File: src/rtl/rf_sched_pkg.sv
// Shared types and constants for the register-file writeback scheduler.
// Imported by the scoreboard and the arbitration top level.
package rf_sched_pkg;

  localparam int XLEN       = 32;
  localparam int REG_IDX_W  = 5;
  localparam int NUM_REGS   = 32;
  localparam int WAIT_CNT_W = 4;
  // Wide enough for the largest legal in-flight limit (7).
  localparam int OUTST_W    = 3;

  typedef logic [REG_IDX_W-1:0] reg_idx_t;
  typedef logic [XLEN-1:0]      xlen_t;
  typedef logic [NUM_REGS-1:0]  busy_vec_t;
  typedef logic [WAIT_CNT_W-1:0] wait_cnt_t;
  typedef logic [OUTST_W-1:0]   outst_t;

  localparam reg_idx_t REG_ZERO = 5'd0;

  // Which requester owns the register-file write port this cycle.
  typedef enum logic [1:0] {
    SRC_NONE,
    SRC_WB,
    SRC_MDU
  } wr_src_e;

  function automatic wait_cnt_t sat_inc_wait(input wait_cnt_t v);
    return (v == '1) ? v : wait_cnt_t'(v + 1'b1);
  endfunction

endpackage

File: src/rtl/rf_scoreboard.sv
// Busy bits for in-flight MDU destinations plus the MDU in-flight counter.
// A set and a clear of the same register in one cycle leaves it busy.
module rf_scoreboard
  import rf_sched_pkg::*;
#(
  parameter int MAX_OUTSTANDING = 2
) (
  input  logic      clk,
  input  logic      reset,
  input  logic      issue_en,
  input  logic      set_en,
  input  reg_idx_t  set_idx,
  input  logic      clr_en,
  input  reg_idx_t  clr_idx,
  output busy_vec_t busy,
  output outst_t    outstanding,
  output logic      full
);

  localparam outst_t MAX_OUT = outst_t'(MAX_OUTSTANDING);

  busy_vec_t busy_nxt;
  outst_t    out_nxt;

  assign full = (outstanding == MAX_OUT);

  // NOTE: every combinational output gets a default before any branch, so no latch is inferred.
  always_comb begin
    busy_nxt = busy;
    if (clr_en) busy_nxt[clr_idx] = 1'b0;
    if (set_en) busy_nxt[set_idx] = 1'b1;
    busy_nxt[REG_ZERO] = 1'b0;
  end

  // Issue and retire in the same cycle cancel out; underflow is held at zero.
  always_comb begin
    out_nxt = outstanding;
    case ({issue_en, clr_en})
      2'b10:   if (!full) out_nxt = outstanding + 1'b1;
      2'b01:   if (outstanding != '0) out_nxt = outstanding - 1'b1;
      default: out_nxt = outstanding;
    endcase
  end

  // NOTE: state registers use non-blocking assignments so all flops update together at the edge.
  always_ff @(posedge clk or posedge reset) begin
    if (reset) begin
      busy        <= '0;
      outstanding <= '0;
    end else begin
      busy        <= busy_nxt;
      outstanding <= out_nxt;
    end
  end

  a_no_underflow: assert property (@(posedge clk) disable iff (reset)
    clr_en |-> outstanding != '0)
    else $error("MDU response with no MDU op in flight");

  a_rsp_to_busy: assert property (@(posedge clk) disable iff (reset)
    (clr_en && clr_idx != REG_ZERO) |-> busy[clr_idx])
    else $error("MDU response to a register that is not busy");

  a_no_overflow: assert property (@(posedge clk) disable iff (reset)
    issue_en |-> !full)
    else $error("MDU issue while in-flight limit reached");

endmodule

File: src/rtl/rf_wb_scheduler.sv
// Shares the register-file write port between pipeline WB and the MDU, and
// stalls issue on RAW/WAW hazards against in-flight MDU destinations.
module rf_wb_scheduler
  import rf_sched_pkg::*;
#(
  parameter int MAX_WAIT        = 4,
  parameter int MAX_OUTSTANDING = 2
) (
  input  logic                 clk,
  input  logic                 reset,
  input  logic                 issue_valid,
  input  logic [REG_IDX_W-1:0] issue_rs1,
  input  logic [REG_IDX_W-1:0] issue_rs2,
  input  logic [REG_IDX_W-1:0] issue_rd,
  input  logic                 issue_uses_rd,
  input  logic                 issue_is_mdu,
  output logic                 issue_stall,
  input  logic                 wb_valid,
  input  logic [REG_IDX_W-1:0] wb_rd,
  input  logic [XLEN-1:0]      wb_data,
  output logic                 wb_stall,
  input  logic                 mdu_rsp_valid,
  input  logic [REG_IDX_W-1:0] mdu_rsp_rd,
  input  logic [XLEN-1:0]      mdu_rsp_data,
  output logic                 mdu_rsp_ready,
  output logic                 rf_we,
  output logic [REG_IDX_W-1:0] rf_rd,
  output logic [XLEN-1:0]      rf_din,
  output logic [NUM_REGS-1:0]  busy_mask
);

  localparam wait_cnt_t WAIT_LIMIT = wait_cnt_t'(MAX_WAIT);

  wait_cnt_t wait_cnt;
  busy_vec_t busy;
  outst_t    outstanding;
  logic      sb_full;
  wr_src_e   wr_src;

  logic wb_eff, mdu_eff, grant_mdu, mdu_hs, issue_fire, hazard;

  // Writes to x0 never compete for the port.
  assign wb_eff    = wb_valid && (wb_rd != REG_ZERO);
  assign mdu_eff   = mdu_rsp_valid && (mdu_rsp_rd != REG_ZERO);
  assign grant_mdu = mdu_eff && (!wb_eff || wait_cnt >= WAIT_LIMIT);

  assign mdu_rsp_ready = !reset && (grant_mdu || (mdu_rsp_valid && mdu_rsp_rd == REG_ZERO));
  assign wb_stall      = !reset && wb_eff && grant_mdu;
  assign mdu_hs        = mdu_rsp_valid && mdu_rsp_ready;

  // Registered scoreboard only: a register freed at an edge becomes issuable the next cycle.
  assign hazard = busy[issue_rs1] || busy[issue_rs2] ||
                  (issue_uses_rd && busy[issue_rd]) ||
                  (issue_is_mdu && sb_full);
  assign issue_stall = !reset && issue_valid && hazard;
  assign issue_fire  = issue_valid && !issue_stall;
  assign busy_mask   = busy;

  always_comb begin
    wr_src = SRC_NONE;
    if (!reset) begin
      if (grant_mdu)   wr_src = SRC_MDU;
      else if (wb_eff) wr_src = SRC_WB;
    end
  end

  always_comb begin
    rf_we  = 1'b0;
    rf_rd  = REG_ZERO;
    rf_din = '0;
    case (wr_src)
      SRC_MDU: begin
        rf_we  = 1'b1;
        rf_rd  = mdu_rsp_rd;
        rf_din = mdu_rsp_data;
      end
      SRC_WB: begin
        rf_we  = 1'b1;
        rf_rd  = wb_rd;
        rf_din = wb_data;
      end
      default: rf_we = 1'b0;
    endcase
  end

  // Starvation counter: counts consecutive refused MDU cycles.
  always_ff @(posedge clk or posedge reset) begin
    if (reset)                     wait_cnt <= '0;
    else if (mdu_eff && !grant_mdu) wait_cnt <= sat_inc_wait(wait_cnt);
    else                           wait_cnt <= '0;
  end

  rf_scoreboard #(
    .MAX_OUTSTANDING(MAX_OUTSTANDING)
  ) u_scoreboard (
    .clk        (clk),
    .reset      (reset),
    .issue_en   (issue_fire && issue_is_mdu),
    .set_en     (issue_fire && issue_is_mdu && issue_uses_rd && issue_rd != REG_ZERO),
    .set_idx    (issue_rd),
    .clr_en     (mdu_hs),
    .clr_idx    (mdu_rsp_rd),
    .busy       (busy),
    .outstanding(outstanding),
    .full       (sb_full)
  );

endmodule

File: config.mk
export PLATFORM = sky130hd
export DESIGN_NAME = rf_wb_scheduler
export DESIGN_NICKNAME = d
export VERILOG_FILES = /design/src/rtl/rf_sched_pkg.sv /design/src/rtl/rf_scoreboard.sv /design/src/rtl/rf_wb_scheduler.sv
export SDC_FILE = /design/constraint.sdc
export NUM_CORES = 1
export LEC_CHECK = 0
export CAP_MARGIN = 40
export CORE_MARGIN = 2
export CORE_UTILIZATION = 61
export CTS_BUF_LIST = sky130_fd_sc_hd__clkbuf_4
export DETAILED_ROUTE_END_ITERATION = 8
export DONT_BUFFER_PORTS = 1
export HOLD_SLACK_MARGIN = 0.12
export PLACE_DENSITY = 0.77
export SLEW_MARGIN = 20
export SYNTH_ARGS = -nofsm -noshare
export SYNTH_HDL_FRONTEND = slang
export SYNTH_HIERARCHICAL = 1
export SYNTH_SLANG_ARGS = --single-unit
export TNS_END_PERCENT = 1
File: constraint.sdc
create_clock -name clk -period 6.19 [get_ports clk]
set_input_delay 0.619 -clock clk [delete_from_list [all_inputs] [get_ports clk]]
set_output_delay 0.619 -clock clk [all_outputs]
set_load 0.01 [all_outputs]
==> results of run 1 <==
metal layers:
metal,track usage (%),vias up,part of all wire (%)
met5,0,-,0
met4,12.2,0,2.2
met3,9.88,24,10
met2,55.1,219,49
met1,44.9,1521,38
li1,-,1372,-
placed cells by master (no fill, tap or decap), drive strengths merged, types with 2 or more instances in the layout:
master	Yosys	final
nand4	3	3
dfrtp	38	38
buf	9	5
clkbuf	13	6
o22ai	2	2
or2b	2	2
a22oi	43	43
o211a	3	3
nand3	16	16
and2	2	2
or4	3	3
nor2b	4	4
a211oi	3	3
or3	3	3
mux4	16	16
conb	2	2
nand3b	10	10
nor2	48	48
o21ai	66	66
nand2b	6	6
inv	11	11
nand2	10	10
nor3	3	3
mux2i	21	21
clkinv	0	2
xnor2	2	2
ha	3	3
or3b	7	7
a21oi	4	4
final timing paths:
check / from / end / slack (ns) / cells after the start
hold reg to reg: wait_cnt[0]$_DFFE_PP0P_ / wait_cnt[0]$_DFFE_PP0P_ / 0.45 / 1
min in group clk: wait_cnt[0]$_DFFE_PP0P_ / wait_cnt[0]$_DFFE_PP0P_ / 0.45 / 1
setup / recovery: wb_rd[4] / rf_rd[1] / 2.36 / 10
setup reg to reg: u_scoreboard/busy[20]$_DFF_PP0_ / u_scoreboard/outstanding[1]$_DFFE_PP0P_ / 2.52 / 11
hold / removal: reset / u_scoreboard/busy[19]$_DFF_PP0_ / 0.25 / 2
max in group asynchronous: reset / wait_cnt[2]$_DFFE_PP0P_ / 5.25 / 2
report_power, final:
group	internal [mW]	total (mW)	switching, mW	leakage [nW]
clock	0.0471	0.128	0.0807	0.0331
combinational	0.104	0.211	0.107	0.768
sequential	0.282	0.353	0.0712	0.510
total	0.434	0.692	0.259	1.31
layout make-up:
type	count	area [um^2]
Clock buffer	6	45.0
Inverter	11	41.3
Multi-Input combinational cell	295	2130
Timing Repair Buffer	6	67.6
Fill cell	439	1780
Tap cell	70	87.6
Clock inverter	2	8.76
Sequential cell	38	951
registers in the layout, summed over array words and instances, names as in the netlist:
register,count
u_scoreboard/outstanding,3
u_scoreboard/busy,31
wait_cnt,4
logic make-up after synthesis:
family | after synthesis
adder cells (fa/ha/maj) | 4
flip-flops | 38
other | 2
AO/OA/AOI/OAI | 128
buffers and inverters | 33
XOR/XNOR | 2
AND/OR/NAND/NOR | 122
multiplexers | 37
metrics by stage:
step | setup WS (ns) | utilization (%) | area [um^2] | instances
after floorplan | 2.58 | - | 3220 | 366
after global placement | 2.13 | 63.0 | 3220 | 415
after detailed placement | 1.99 | 63.9 | 3260 | 418
after CTS | 2.16 | 65.1 | 3330 | 427
after global routing | 2.19 | 65.2 | 3330 | 428
final | 2.36 | 65.2 | 3330 | 428
timing repair:
action / CTS / global route
buffers inserted: 0 / 0
hold buffers: 1 / 0
hold endpoints to repair: 4 / 0
==> impl_metrics.sql, run 1 <==
INSERT INTO impl_metrics (metric_group, metric, value, unit) VALUES
('sta', 'achievable-frequency', '261', 'MHz'),
('grt', 'grt_pass1_vias', '2929', ''),
('finish', 'share_of_post_route_cells_with_drive_strength_above_1', '10.1', '%'),
('finish', 'antenna_cells_inserted', '0', ''),
('critical_path', 'critical-path-max-stage-delay', '0.54', 'ns'),
('power', 'power.leakage', '1.31', 'nW'),
('synth', 'synth_adder_area_share', '1.79', '%'),
('run', 'drv_cap', '0', ''),
('synth', 'synth_top_cell_by_area', 'dfrtp_1', ''),
('critical_path', 'timing.critical_path.required', '5.57', 'ns'),
('synth', 'synth_area', '3220', 'um^2'),
('synth', 'synth_compound_area_share', '24.8', '%'),
('sta', 'final-max-slew-violation-count', '0', ''),
('synth', 'syn-instance-count', '366', ''),
('finish', 'final_nets', '457', ''),
('route', 'route.vias.total', '3136', ''),
('synth', 'synth_top_family_by_area', 'compound AO/OA/AOI/OAI gates', ''),
('critical_path', 'critical_path.top_delay_family', 'simple AND/OR/NAND/NOR gates', ''),
('synth', 'ys_ff_latch', '38', ''),
('critical_path', 'worst-path-buf-inv', '2', ''),
('synth', 'sequential_fraction_of_the_synthesis_area', '29.5', '%'),
('critical_path', 'timing_worst_setup_path_type', 'input pin to primary output', ''),
('synth', 'avgSynthCellArea', '8.81', 'um^2'),
('synth', 'yosysWarnings', '6', ''),
('sta', 'max_slew.worst_pin.slew', '0.616', 'ns'),
('synth', 'synth_enable_flop_cells', '0', ''),
('synth', 'synth_most_common_cell', 'nor2_1', ''),
('synth', 'synth_largest_type_area_fraction', '29.5', '%'),
('sta', 'hold_viol_final', '0', ''),
('sta', 'final-setup-viol-count', '0', ''),
('grt', 'grt_max_degree', '35', ''),
('critical_path', 'cell_by_cell_trace_of_the_critical_path', 'or4_1, o21ai_0, or3_1, nand2b_1, nand2b_1, inv_1, ha_1, buf_8, a22oi_1, nor2_1', ''),
('floorplan', 'die_y', '76.7', 'um'),
('synth', 'synth-main-ff-cell', 'dfrtp_1', ''),
('clock_network', 'total_cts_buffers', '5', ''),
('floorplan', 'start_util', '63.1', '%'),
('worst_hold_path', 'holdCritPathClass', 'input pin to asynchronous set/reset pin', ''),
('power', 'fin_total_pwr', '692', 'uW'),
('critical_path', 'arrival', '3.21', 'ns'),
('synth', 'yosys-top-cells-area', 'dfrtp_1 29%, a22oi_1 10%, mux4_2 9.1%', ''),
('grt', 'grt_antenna_before_repair', '0', ''),
('sta', 'finClkSkew', '0.00752', 'ns'),
('sta', 'grt_setup_unrepaired', 'no', ''),
('power', 'power-per-cell-area', '208', 'nW/um^2'),
('sta', 'min_period', '3.83', 'ns'),
('critical_path', 'crit_path_max_fanout', '21', ''),
('placed_design', 'buffer_ports.inserted', '0', ''),
('critical_path', 'critical_path.endpoint_type', 'primary output', ''),
('power', 'worst_ir_drop_vdd', '0.0000943', 'V'),
('clock_network', 'clock_tree.root_cell', 'clkbuf_4', ''),
('synth', 'synthMuxAreaShare', '18.0', '%'),
('synth', 'netlist-cell-type-count', '50', ''),
('critical_path', 'timing.critical_path.slowest_stage_cell', 'ha_1', ''),
('sta', 'hold-worst-slack', '0.247', 'ns'),
('synth', 'most_frequent_cells_after_synthesis', '48 x nor2_1, 43 x a22oi_1, 38 x dfrtp_1', ''),
('route', 'route.detailed.wl_per_inst', '24.2', 'um'),
('floorplan', 'rows', '26', ''),
('clock_network', 'clkTransAtPathRegs', '0.12', 'ns'),
('critical_path', 'path_common_cell', 'nand2b_1', ''),
('grt', 'global_route.overflow_total', '0', ''),
('sta', 'tns', '0', 'ns'),
('clock_network', 'cts_max_level', '2', ''),
('clock_network', 'clock_insertion_delay_worst_skew', '0.35', 'ns'),
('status', 'run_status', 'completed', ''),
('route', 'detail_route.wirelength', '10400', 'um'),
('sta', 'timing.final.crit_share', '61.9', '%'),
('clock_network', 'clk_path_buf_depth', '2', ''),
('grt', 'grt_pass1_wl', '15800', 'um'),
('clock_network', 'cts-resized-gates', '0', ''),
('synth', 'fraction_of_synthesis_flops_using_an_asynchronous_set_or_reset_pin', '100', '%'),
('synth', 'synth_nets', '466', '');
Power figures use the tool's default switching activity.
==> run 2, diff against run 1 <==
Settings changed: CORE_UTILIZATION 61 to 60, PLACE_DENSITY 0.77 to 0.79.
Clock period 6.19 ns to 3.2 ns, I/O delays scaled along.
==> run 2 against run 1 <==
- final area grew 8.6%
- wire length grew 9.9%
- core utilization grew 5.2 points
- critical path type is now register to register
- largest cell class unchanged
==> impl_metrics.sql, run 2 (same netlist as run 1, synthesis figures left out) <==
INSERT INTO impl_metrics (metric_group, metric, value, unit) VALUES
('sta', 'finClkSkew', '0.0118', 'ns'),
('finish', 'antenna_cells_inserted', '0', ''),
('floorplan', 'rows', '26', ''),
('sta', 'layout_setup_ws', '0.0396', 'ns'),
('critical_path', 'crit_path_max_fanout', '2', ''),
('clock_network', 'clk_path_buf_depth', '2', ''),
('floorplan', 'die_area', '5980', 'um^2'),
('sta', 'tns', '0', 'ns'),
('clock_network', 'clock_insertion_delay_worst_skew', '0.37', 'ns'),
('grt', 'grt_antenna_before_repair', '0', ''),
('route', 'detail_route.wirelength', '11400', 'um'),
('run', 'drv_cap', '0', ''),
('finish', 'utilization', '70.4', '%'),
('floorplan', 'die-width', '77.3', 'um'),
('finish', 'share_of_post_route_cells_with_drive_strength_above_1', '20.7', '%'),
('route', 'drt_first_iter_violations', '468', ''),
('finish', 'largestRegisters', 'u_scoreboard/busy x31, wait_cnt x4, u_scoreboard/outstanding x3', ''),
('route', 'vias_per_cell', '7.20', ''),
('placed_design', 'place_area', '3500', 'um^2'),
('critical_path', 'critical-path-max-stage-delay', '0.49', 'ns'),
('critical_path', 'critical_path.endpoint_type', 'register', ''),
('clock_network', 'cts_tree', 'done', ''),
('status', 'run_status', 'completed', ''),
('power', 'worst_ir_drop_vdd', '0.000260', 'V'),
('critical_path', 'arrival', '3.43', 'ns'),
('critical_path', 'timing.critical_path.required', '3.47', 'ns'),
('placed_design', 'placedCellCount', '451', ''),
('placed_design', 'buffer_ports.inserted', '0', ''),
('worst_hold_path', 'timing.hold.worst_path_depth', '2', ''),
('critical_path', 'critPathLaunchType', 'register', ''),
('power', 'fin_total_pwr', '1.47', 'mW'),
('finish', 'final_nets', '495', ''),
('route', 'drtPass1Iterations', '5', ''),
('worst_hold_path', 'holdCritPathClass', 'input pin to register', ''),
('grt', 'grt_max_degree', '35', ''),
('clock_network', 'clkTransAtPathRegs', '0.13', 'ns'),
('finish', 'fin_cells', '466', ''),
('critical_path', 'worst_reg2reg_path_depth', '10', ''),
('sta', 'achievable-frequency', '316', 'MHz'),
('critical_path', 'timing_worst_setup_path_type', 'register to register', ''),
('route', 'route.vias.total', '3357', ''),
('grt', 'global_route.overflow_total', '0', ''),
('finish', 'layout-area-overhead-vs-synth', '12.2', '%'),
('placed_design', 'gpl.final_weighted_congestion', '0.942', ''),
('floorplan', 'core', '5140', 'um^2'),
('sta', 'min_period', '3.16', 'ns'),
('sta', 'final-setup-viol-count', '0', ''),
('floorplan', 'io-pin-count', '169', ''),
('power', 'power-per-cell-area', '406', 'nW/um^2'),
('critical_path', 'timing.critical_path.slowest_stage_cell', 'mux4_1', ''),
('sta', 'max_slew.worst_pin.slew', '0.574', 'ns'),
('placed_design', 'hpwl', '8640', 'um'),
('finish', 'regMostFlops', 'u_scoreboard/busy', ''),
('floorplan', 'start_util', '62.7', '%'),
('clock_network', 'clock_sinks', '38', ''),
('clock_network', 'clock_tree.root_cell', 'clkbuf_4', ''),
('grt', 'grt_pass1_wl', '17300', 'um'),
('sta', 'timing.final.crit_share', '98.8', '%'),
('floorplan', 'die_y', '77.3', 'um'),
('finish', 'layout_commonest_cell', 'nor2_1', ''),
('power', 'power.leakage', '1.49', 'nW'),
('route', 'drtAntennaViolNets', '0', ''),
('placed_design', 'pre_cts_slack', '-0.0876', 'ns'),
('sta', 'hold_viol_final', '0', ''),
('route', 'drcViolationCount', '0', ''),
('clock_network', 'cts_max_level', '2', ''),
('finish', 'fillCellCount', '435', ''),
('finish', 'largest_register_ff_count', '31', ''),
('route', 'route.detailed.wl_per_inst', '24.5', 'um'),
('clock_network', 'total_cts_buffers', '5', ''),
('grt', 'grt_use_total', '37.7', '%'),
('sta', 'relSlewSlack', '61.7', '%'),
('sta', 'hold-worst-slack', '0.164', 'ns'),
('sta', 'final-max-slew-violation-count', '0', ''),
('finish', 'most-common-layout-cells', '48 x nor2_1, 43 x a22oi_1, 42 x buf_4', ''),
('critical_path', 'cell_by_cell_trace_of_the_critical_path', 'mux4_1, mux4_2, and2_4, o31a_1, nor3_2, nand2b_4, fa_1, nand2_1, o22ai_1, a221oi_1', ''),
('grt', 'grt_pass1_vias', '3066', ''),
('finish', 'layout.cell_area.non_filler', '3620', 'um^2');
run 2: cell types whose count changed in the layout (fill, tap and decap cells not counted), sizes merged:
cell | previous run | this run
buf | 5 | 43
clkinvlp | 0 | 1
clkbuf | 6 | 5
run 2: routing by layer:
metal	GRT usage [%]	part of all wire, %
met5	0	0
met4	8.75	1.9
met3	13.9	17
met2	54.8	45
met1	53.9	37
run 2: where the power goes:
part / total, mW / switching [mW] / internal (mW)
combinational: 0.585 / 0.305 / 0.279
sequential: 0.623 / 0.0760 / 0.547
clock: 0.260 / 0.175 / 0.0853
run 2: path summary, 6_finish.rpt:
path | from | end | slack (ns)
setup / recovery | u_scoreboard/busy[24]$_DFF_PP0_ | u_scoreboard/outstanding[1]$_DFFE_PP0P_ | 0.04
hold / removal | issue_rd[4] | u_scoreboard/busy[1]$_DFF_PP0_ | 0.16
setup reg to reg | u_scoreboard/busy[24]$_DFF_PP0_ | u_scoreboard/outstanding[1]$_DFFE_PP0P_ | 0.04
hold reg to reg | wait_cnt[0]$_DFFE_PP0P_ | wait_cnt[0]$_DFFE_PP0P_ | 0.44
max in group asynchronous | reset | u_scoreboard/busy[15]$_DFF_PP0_ | 2.35
min in group asynchronous | reset | wait_cnt[1]$_DFFE_PP0P_ | 0.47
run 2: critical path, delay by kind of cell (launching register included):
kind	cells	cell delay (ns)
flops	1	0.41
compound gates	3	0.62
fa+ha+maj	1	0.42
mux	2	0.95
simple gates	4	0.66
run 2: what timing repair did:
action                                  in CTS  in global routing
endpoints found under the hold margin       38                  0
resized for setup                            1                  5
hold buffers                                 1                  0
pin swaps                                    0                  7
endpoints found under the setup margin       1                  3
setup buffers                                0                  6
run 2: layout make-up:
type,instances,area [um^2],share of cell area (%)
multi-input combinational,295,2140,59.0
sequential,38,955,26.4
timing repair buffer,44,340,9.41
tap,70,87.6,2.42
inverter,11,41.3,1.14
clock buffer,5,37.5,1.04
clock inverter,3,21.3,0.588
==> run 3, diff against run 2 <==
Settings changed: CORE_ASPECT_RATIO set to 0.8.
==> run 3 against run 2 <==
- sequential power about the same
- first-iteration DRC count increased by 11%
- count of clock-buffer cells in the layout unchanged
- final cell count decreased by 3.0%
- critical path depth unchanged
- via count increased by 0.60%
- combinational power decreased by 3%
- fmax decreased by 1.0%
- clock skew decreased by 0.0068 ns
- hold slack improved by 0.012 ns
- largest power group unchanged
- die area about the same
==> impl_metrics.sql, run 3 (same netlist as run 1, synthesis figures left out) <==
INSERT INTO impl_metrics (metric_group, metric, value, unit) VALUES
('status', 'run_status', 'completed', ''),
('placed_design', 'hpwl', '8270', 'um'),
('clock_network', 'clk_path_buf_depth', '2', ''),
('power', 'power.leakage', '1.49', 'nW'),
('clock_network', 'clock_sinks', '38', ''),
('placed_design', 'buffer_ports.inserted', '0', ''),
('finish', 'layout_commonest_cell', 'nor2_1', ''),
('critical_path', 'crit_path_max_fanout', '2', ''),
('floorplan', 'start_util', '63.3', '%'),
('finish', 'final_nets', '489', ''),
('clock_network', 'cts_max_level', '2', ''),
('route', 'detail_route.wirelength', '10900', 'um'),
('route', 'drtPass1Iterations', '5', ''),
('critical_path', 'critPathLaunchType', 'register', ''),
('sta', 'tns', '0', 'ns'),
('power', 'worst_ir_drop_vdd', '0.000236', 'V'),
('route', 'route.vias.total', '3377', ''),
('critical_path', 'timing.critical_path.required', '3.46', 'ns'),
('finish', 'fillCellCount', '382', ''),
('grt', 'grt_pass1_vias', '3073', ''),
('sta', 'finClkSkew', '0.00504', 'ns'),
('grt', 'grt_antenna_before_repair', '0', ''),
('finish', 'share_of_post_route_cells_with_drive_strength_above_1', '18.5', '%'),
('clock_network', 'clock_insertion_delay_worst_skew', '0.36', 'ns'),
('route', 'drcViolationCount', '0', ''),
('sta', 'layout_setup_ws', '0.00721', 'ns'),
('finish', 'most-common-layout-cells', '48 x nor2_1, 43 x a22oi_1, 38 x dfrtp_1', ''),
('route', 'drt_first_iter_violations', '520', ''),
('route', 'drtAntennaViolNets', '0', ''),
('sta', 'timing.final.crit_share', '99.8', '%'),
('sta', 'final-max-slew-violation-count', '0', ''),
('clock_network', 'cts_tree', 'done', ''),
('grt', 'grt_use_total', '35.7', '%'),
('floorplan', 'die_y', '69.6', 'um'),
('critical_path', 'critical_path.endpoint_type', 'register', ''),
('power', 'power-per-cell-area', '424', 'nW/um^2'),
('floorplan', 'die-width', '86.0', 'um'),
('finish', 'combined_area_of_the_multi_input_logic_cells', '2140', 'um^2'),
('grt', 'global_route.overflow_total', '0', ''),
('finish', 'largest_register_ff_count', '31', ''),
('grt', 'grt_pass1_wl', '16600', 'um'),
('sta', 'grt_setup_unrepaired', 'yes', ''),
('finish', 'largestRegisters', 'u_scoreboard/busy x31, wait_cnt x4, u_scoreboard/outstanding x3', ''),
('route', 'vias_per_cell', '7.47', ''),
('sta', 'achievable-frequency', '313', 'MHz'),
('sta', 'hold_viol_final', '0', ''),
('finish', 'layout-area-overhead-vs-synth', '11.3', '%'),
('floorplan', 'io-pin-count', '169', ''),
('clock_network', 'clkTransAtPathRegs', '0.12', 'ns'),
('sta', 'final-setup-viol-count', '0', ''),
('floorplan', 'die_area', '5980', 'um^2'),
('critical_path', 'arrival', '3.46', 'ns'),
('placed_design', 'pre_cts_slack', '-0.0570', 'ns'),
('placed_design', 'place_area', '3480', 'um^2'),
('placed_design', 'gpl.final_weighted_congestion', '0.968', ''),
('sta', 'min_period', '3.19', 'ns'),
('floorplan', 'core', '5090', 'um^2'),
('worst_hold_path', 'holdCritPathClass', 'input pin to register', ''),
('route', 'route.detailed.wl_per_inst', '24.1', 'um'),
('clock_network', 'total_cts_buffers', '5', ''),
('clock_network', 'clock_tree.root_cell', 'clkbuf_4', ''),
('floorplan', 'rows', '23', ''),
('finish', 'register_area', '951', 'um^2'),
('finish', 'antenna_cells_inserted', '0', ''),
('run', 'drv_cap', '0', ''),
('grt', 'grt_max_degree', '39', ''),
('critical_path', 'timing_worst_setup_path_type', 'register to register', ''),
('finish', 'utilization', '70.4', '%'),
('finish', 'layout.cell_area.non_filler', '3590', 'um^2'),
('finish', 'regMostFlops', 'u_scoreboard/busy', '');
run 3: cell types whose count changed in the layout (fill, tap and decap cells not counted), sizes merged:
cell,previous run,this run
buf,43,37
bufinv,0,1
clkinvlp,1,0
run 3: stage by stage:
stage          total power [mW]  hold WS [ns]  std cells
2_1_floorplan              1.00         0.133        366
3_3_place_gp               1.15         0.237        441
3_5_place_dp               1.17         0.233        441
4_1_cts                    1.50         0.163        450
5_1_grt                    1.59         0.178        452
6_report                   1.52         0.176        452
run 3: report_power, final:
part / internal [mW] / leakage [nW] / switching, mW
registers: 0.546 / 0.510 / 0.0757
logic: 0.261 / 0.932 / 0.308
clock network: 0.162 / 0.0450 / 0.169
run 3: what timing repair did:
action / in CTS / in global routing
pin swaps: 0 / 6
resized for setup: 1 / 1
setup buffers: 0 / 2
hold buffers: 1 / 0
cloned: 0 / 0
setup endpoints to repair: 1 / 13
endpoints found under the hold margin: 38 / 0
run 3: cell type report:
class	count	share of cell area [%]
clock inverters	3	1.12
flip-flops and latches	38	26.5
multi-input cells	295	59.6
inverters	11	1.15
clock buffers	5	1.05
well taps	62	2.16
repair buffers	38	8.37
run 3: layer usage:
layer	wire (um)	vias to the layer above	global-route usage, %
met5	0	-	0
met4	243	0	10.2
met3	1590	32	11.1
met2	4980	288	50.0
met1	4080	1624	53.2
li1	-	1433	-
run 3: worst max-delay path: stages (launching register included):
cell	delay (ns)
dfrtp_1	0.41
mux4_2	0.50
mux4_2	0.47
and2_4	0.15
o31a_1	0.27
nor3_2	0.24
nand2b_4	0.18
fa_1	0.43
nand2_1	0.08
o22ai_1	0.06
a221oi_1	0.30
run 3: worst paths after layout:
kind,from,end,slack [ns],depth (start not counted)
hold / removal,issue_rd[2],u_scoreboard/busy[2]$_DFF_PP0_,0.18,2
max in group asynchronous,reset,u_scoreboard/outstanding[2]$_DFFE_PP0P_,2.35,3
min in group asynchronous,reset,wait_cnt[2]$_DFFE_PP0P_,0.46,3
hold reg to reg,wait_cnt[0]$_DFFE_PP0P_,wait_cnt[0]$_DFFE_PP0P_,0.44,1
setup reg to reg,u_scoreboard/busy[31]$_DFF_PP0_,u_scoreboard/outstanding[1]$_DFFE_PP0P_,0.007,10
setup / recovery,u_scoreboard/busy[31]$_DFF_PP0_,u_scoreboard/outstanding[1]$_DFFE_PP0P_,0.007,10
